File: config.mk
export PLATFORM = sky130hd
export DESIGN_NAME = pixel_row_sched
export DESIGN_NICKNAME = d
export VERILOG_FILES = /design/src/rtl/pixel_row_sched.sv
export SDC_FILE = /design/constraint.sdc
export NUM_CORES = 1
export LEC_CHECK = 0
export ABC_AREA = 1
export CORE_UTILIZATION = 55
export CTS_BUF_LIST = sky130_fd_sc_hd__clkbuf_4 sky130_fd_sc_hd__clkbuf_8 sky130_fd_sc_hd__clkbuf_16
export DETAILED_ROUTE_END_ITERATION = 12
export HOLD_SLACK_MARGIN = 0.03
export PLACE_DENSITY = 0.85
export REMOVE_ABC_BUFFERS = 1
export SETUP_SLACK_MARGIN = 0.1
export SLEW_MARGIN = 20
export SYNTH_ARGS = -nofsm -noshare
export SYNTH_HDL_FRONTEND = slang
export SYNTH_SLANG_ARGS = --single-unit
File: constraint.sdc
create_clock -name clk -period 5.6 [get_ports clk]
set_input_delay 1.12 -clock clk [delete_from_list [all_inputs] [get_ports clk]]
set_output_delay 1.12 -clock clk [all_outputs]
set_load 0.005 [all_outputs]
File: src/rtl/pixel_row_sched.sv
// pixel_row_sched: frame-level scheduler for the pixel ingest path.
// Issues one DMA row command per image row, enables the stream receiver
// for exactly one row per command, and checks each row's beat count
// against the configured width.
module pixel_row_sched #(
    parameter int ADDR_W = 32,
    parameter int COL_W  = 10,
    parameter int ROW_W  = 10
) (
    input  logic              clk,
    input  logic              rstn,
    input  logic              start,
    input  logic              abort,
    input  logic [ADDR_W-1:0] cfg_base_addr,
    input  logic [15:0]       cfg_stride,
    input  logic [COL_W-1:0]  cfg_cols,
    input  logic [ROW_W-1:0]  cfg_rows,
    output logic              cmd_valid,
    input  logic              cmd_ready,
    output logic [ADDR_W-1:0] cmd_addr,
    output logic [15:0]       cmd_len,
    output logic              rx_en,
    input  logic              rx_beat,
    input  logic              rx_last,
    output logic [ROW_W-1:0]  row_idx,
    output logic              busy,
    output logic              done,
    output logic              err
);

    typedef enum logic [1:0] {
        IDLE,
        ISSUE,
        RECV
    } state_t;

    state_t            r_state;
    logic              r_cmd_valid;
    logic [ADDR_W-1:0] r_cmd_addr;
    logic [15:0]       r_cmd_len;
    logic              r_rx_en;
    logic [ROW_W-1:0]  r_row_idx;
    logic              r_busy;
    logic              r_done;
    logic              r_err;
    logic              r_abort_pend;
    logic [15:0]       r_stride;
    logic [COL_W-1:0]  r_cols;
    logic [ROW_W-1:0]  r_rows;
    logic [COL_W-1:0]  r_beat_cnt;

    logic w_cfg_bad;
    logic w_cnt_at_end;
    logic w_last_row;

    assign w_cfg_bad    = (cfg_cols < COL_W'(3)) || (cfg_rows == '0);
    assign w_cnt_at_end = (r_beat_cnt == (r_cols - COL_W'(1)));
    assign w_last_row   = (r_row_idx == (r_rows - ROW_W'(1)));

    assign cmd_valid = r_cmd_valid;
    assign cmd_addr  = r_cmd_addr;
    assign cmd_len   = r_cmd_len;
    assign rx_en     = r_rx_en;
    assign row_idx   = r_row_idx;
    assign busy      = r_busy;
    assign done      = r_done;
    assign err       = r_err;

    // Frame sequencing FSM with all outputs registered.
    always_ff @(posedge clk) begin
        if (!rstn) begin
            r_state      <= IDLE;
            r_cmd_valid  <= 1'b0;
            r_cmd_addr   <= '0;
            r_cmd_len    <= '0;
            r_rx_en      <= 1'b0;
            r_row_idx    <= '0;
            r_busy       <= 1'b0;
            r_done       <= 1'b0;
            r_err        <= 1'b0;
            r_abort_pend <= 1'b0;
            r_stride     <= '0;
            r_cols       <= '0;
            r_rows       <= '0;
            r_beat_cnt   <= '0;
        end else begin
            r_done <= 1'b0;
            case (r_state)
                IDLE: begin
                    // abort is ignored here, so start+abort simply starts
                    if (start) begin
                        r_stride  <= cfg_stride;
                        r_cols    <= cfg_cols;
                        r_rows    <= cfg_rows;
                        r_cmd_len <= 16'({cfg_cols, 2'b00});
                        if (w_cfg_bad) begin
                            r_err  <= 1'b1;
                            r_done <= 1'b1;
                        end else begin
                            r_err        <= 1'b0;
                            r_row_idx    <= '0;
                            r_cmd_addr   <= cfg_base_addr;
                            r_cmd_valid  <= 1'b1;
                            r_busy       <= 1'b1;
                            r_abort_pend <= 1'b0;
                            r_state      <= ISSUE;
                        end
                    end
                end

                ISSUE: begin
                    if (abort) begin
                        r_abort_pend <= 1'b1;
                    end
                    // An abort seen while the command is outstanding is held
                    // until the handshake so cmd_valid never drops early.
                    if (r_cmd_valid && cmd_ready) begin
                        r_cmd_valid  <= 1'b0;
                        r_beat_cnt   <= '0;
                        r_abort_pend <= 1'b0;
                        if (r_abort_pend || abort) begin
                            r_busy  <= 1'b0;
                            r_state <= IDLE;
                        end else begin
                            r_rx_en <= 1'b1;
                            r_state <= RECV;
                        end
                    end
                end

                RECV: begin
                    if (abort) begin
                        r_rx_en <= 1'b0;
                        r_busy  <= 1'b0;
                        r_state <= IDLE;
                    end else if (rx_beat) begin
                        if (rx_last || w_cnt_at_end) begin
                            // Row ends on tlast or on the expected final beat,
                            // whichever comes first; a mismatch flags err.
                            if (rx_last != w_cnt_at_end) begin
                                r_err <= 1'b1;
                            end
                            r_rx_en <= 1'b0;
                            if (w_last_row) begin
                                r_done  <= 1'b1;
                                r_busy  <= 1'b0;
                                r_state <= IDLE;
                            end else begin
                                r_row_idx   <= r_row_idx + ROW_W'(1);
                                r_cmd_addr  <= r_cmd_addr + ADDR_W'(r_stride);
                                r_cmd_valid <= 1'b1;
                                r_state     <= ISSUE;
                            end
                        end else begin
                            r_beat_cnt <= r_beat_cnt + COL_W'(1);
                        end
                    end
                end

                default: begin
                    r_state <= IDLE;
                end
            endcase
        end
    end

endmodule

==> key figures <==
Drt
  • DRC Markers: 10
  • Top sig layer: met4
  • Initial DRC count: 473
  • Routed Antenna Nets: 0
  • DRT Wirelength: 17.6 mm
  • DR WL met2: 8.55 mm
  • Met3 WL: 943 um
  • Via count: 7115
  • DR vias/cell: 5.31
  • DRT Pass-1 Iters: 9
  • Metal1 wirelength: 7.64 mm
  • DR WL/cell: 13.1 um

Clock tree
  • Post-CTS resize count: 0
  • CTS Buffer Depth: 2
  • Clk_lat worst skew: 0.36 ns
  • CTS Hold Bufs: 0
  • Post-CTS Setup Repair Bufs: 0
  • TritonCTS clock tree: built
  • H-tree depth: 3
  • Root Buffer: clkbuf_16
  • Clk slew on worst S/H paths: 0.07 ns
  • Total clock sinks: 96
  • CTS buffer count: 9

Worst hold path
  • Hold Path Class: reg2reg
  • Min-delay src: rx_en
  • Hold depth: 2

Pwr
  • Maximum vdd drop: 0.214 mV
  • Leakage Power: 3.74 nW
  • Pwr per Cell Area: 361 nW/um2

STA
  • Slew of the pin with the lowest slew margin: 1.08 ns
  • Unrepaired setup endpoints after global routing: no
  • Setup TNS: 0 ns
  • Final setup fails: 0
  • Max Clk Rate: 279 MHz
  • Worst rel slew slack: 27.7%
  • Period utilization: 63.9%
  • Hold Vio Cnt, Final: 0
  • Slew Viols, Final: 0
  • Worst clock skew: 0.00708 ns
  • Tmin final: 3.58 ns
  • Worst hold slack: 0.474 ns

Setup path
  • WP data required: 5.89 ns
  • Bufs and invs on worst path: 1
  • R2R depth: 15
  • Worst Setup SP: cfg_rows[4]
  • Top Family by Delay on Critical Path: simple AND/OR/NAND/NOR gates
  • Worst Setup End Kind: flip-flop
  • Critical Path Most Common Cell: nand2_1
  • CP max FO: 53
  • Critical path arrival: 3.87 ns
  • Worst path slowest cell: nor2_1
  • Worst path cell trace: clkdlybuf4s50_1 -> nor2_1 -> nand2_1 -> nor3_1 -> nand3_1 -> nand2_1 -> nand2_1 -> nand2_1 -> nor2_1 -> nand3_4 -> nand2_1 -> nand2_1 -> nor2_1
  • Worst r2r src: r_cols[2]
  • Setup CP Type: in2reg
  • Max incr delay on CP: 0.66 ns
  • Critical Path Start Type: input pin
  • Stages on worst setup path: 13

Run
  • Max-cap viol count: 0

Placed design
  • Port Buf Inserts: 131
  • RePlAce Congestion: 0.920
  • DPL Wire Length: 12.6 mm

Synthesis
  • Yosys cell types: 43
  • Post-Syn Area per Cell: 6.14 um2
  • FFs w/ async S/R, synth: 0%
  • Sequential element share of the synthesized area: 29.0%
  • Gate Count Post-Synth: 1080
  • Post-Syn Area: 6630 um2
  • Post-synth EDFFs: 0
  • Yosys reg bits: 96
  • Top_reg_cell synth: dfxtp_1
  • Yosys warns: 0

Floorplanning
  • Num ports: 138
  • Initial Utilization: 57.3%
  • Die area: 12500 um2
  • Die W: 112 um
  • Die span in y: 112 um
  • Core area: 11600 um2
  • Row count: 39

Layout
  • Fraction of layout cells with a size suffix above 1: 3.01%
  • Multi-input gate area: 4070 um2
  • Area grow syn2layout: 25.1%
  • Fillers: 1004
  • Leading cell type in the layout, fill and taps excluded: nand2_1
  • # nets final: 1292
  • Most frequent cells in the layout: 330 x nand2_1, 158 x nor2_1, 131 x clkdlybuf4s50_1
  • Antenna diodes: 0
  • Reg area: 1920 um2

Status
  • Failing checks: design-rule violations
  • Status: finished, violations left

Global routing
  • First-pass GRT wire length: 29.5 mm
  • Grt total ovfl: 0
  • Vias in the first global route: 6583
  • Largest net degree at the start of global routing: 57
  • Initial antenna violation count: 0
  • GR Util All Layers: 28.9%
-- Yosys cell counts (2+ instances only) --
cell type | instances | area, um2
nand2_1 | 330 | 1240
nor2_1 | 158 | 593
inv_1 | 113 | 424
dfxtp_1 | 96 | 1920
a21oi_1 | 76 | 380
o21ai_0 | 58 | 290
nand3_1 | 50 | 250
xor2_1 | 27 | 236
ha_1 | 25 | 313
nor3_1 | 25 | 125
clkbuf_1 | 23 | 86.3
nand4_1 | 21 | 131
xnor2_1 | 16 | 140
buf_4 | 7 | 52.6
buf_6 | 6 | 67.6
buf_2 | 4 | 20.0
nand3b_1 | 4 | 30.0
nor3b_1 | 4 | 30.0
o21ai_1 | 4 | 20.0
nor4_1 | 3 | 18.8
or2_2 | 3 | 18.8
a211oi_1 | 2 | 15.0
a31oi_1 | 2 | 12.5
inv_2 | 2 | 7.51
nand2_2 | 2 | 12.5
nor2_2 | 2 | 12.5
-- layer usage --
layer,vias to the layer above,track usage (%)
li1,3655,-
met1,3213,34.3
met2,212,51.3
met3,35,4.14
met4,0,13.3
met5,-,0
-- tightest hold or removal path, cell delays in order (launching register included) --
cell and delay (ns):
dfxtp_1 0.31, nand2_1 0.06, a21oi_1 0.05
-- sequential cells by signal (all words and copies together) (netlist names) --
| signal | count |
|---|---|
| cmd_addr | 32 |
| r_stride | 16 |
| r_beat_cnt | 10 |
| r_cols | 10 |
| r_rows | 10 |
| row_idx | 10 |
| r_state | 2 |
| busy | 1 |
| cmd_valid | 1 |
| done | 1 |
| err | 1 |
| r_abort_pend | 1 |
| rx_en | 1 |
-- worst paths after layout --
check / end / slack (ns)
hold / removal: rx_en / 0.47
setup / recovery: cmd_addr[20] / 2.02
hold reg to reg: rx_en / 0.47
setup reg to reg: cmd_addr[20] / 2.15
-- through the flow --
step / instances / instance area, um2 / util (%) / setup WS (ns) / total power, mW
3_5_place_dp: 1323 / 7950 / 68.7 / 1.72 / 2.26
3_3_place_gp: 1323 / 7950 / 68.7 / 1.83 / 2.23
5_1_grt: 1339 / 8300 / 71.8 / 1.74 / 3.22
6_report: 1339 / 8300 / 71.8 / 2.02 / 3.00
2_1_floorplan: 1044 / 6420 / - / 2.32 / 1.78
4_1_cts: 1339 / 8300 / 71.8 / 2.08 / 3.00
-- power breakdown --
| part | switching, mW | leakage, nW | total, mW | internal [mW] |
|---|---|---|---|---|
| clock network | 0.282 | 0.173 | 0.736 | 0.454 |
| registers | 0.153 | 0.790 | 0.980 | 0.828 |
| logic | 0.735 | 2.77 | 1.28 | 0.547 |
| total | 1.17 | 3.74 | 3.00 | 1.83 |
-- logic make-up after synthesis --
kind of cell	after synthesis	share of synthesized area, %
xor gates and xnor gates	44	6.02
AOI/OAI and AO/OA	148	11.5
other	1	0.0565
and+or+nand+nor	609	38.4
adders and majority gates	26	5.02
DFF	96	29.0
buffers and inverters	156	9.98
-- layout make-up --
type,count,share of cell area (%)
clock buffer,11,2.97
clock inverter,5,1.25
inverter,115,5.20
multi-input combinational,833,49.0
sequential,96,23.2
tap,143,2.16
timing repair buffer,136,16.3
No activity file was read; power rests on OpenSTA's default activity.
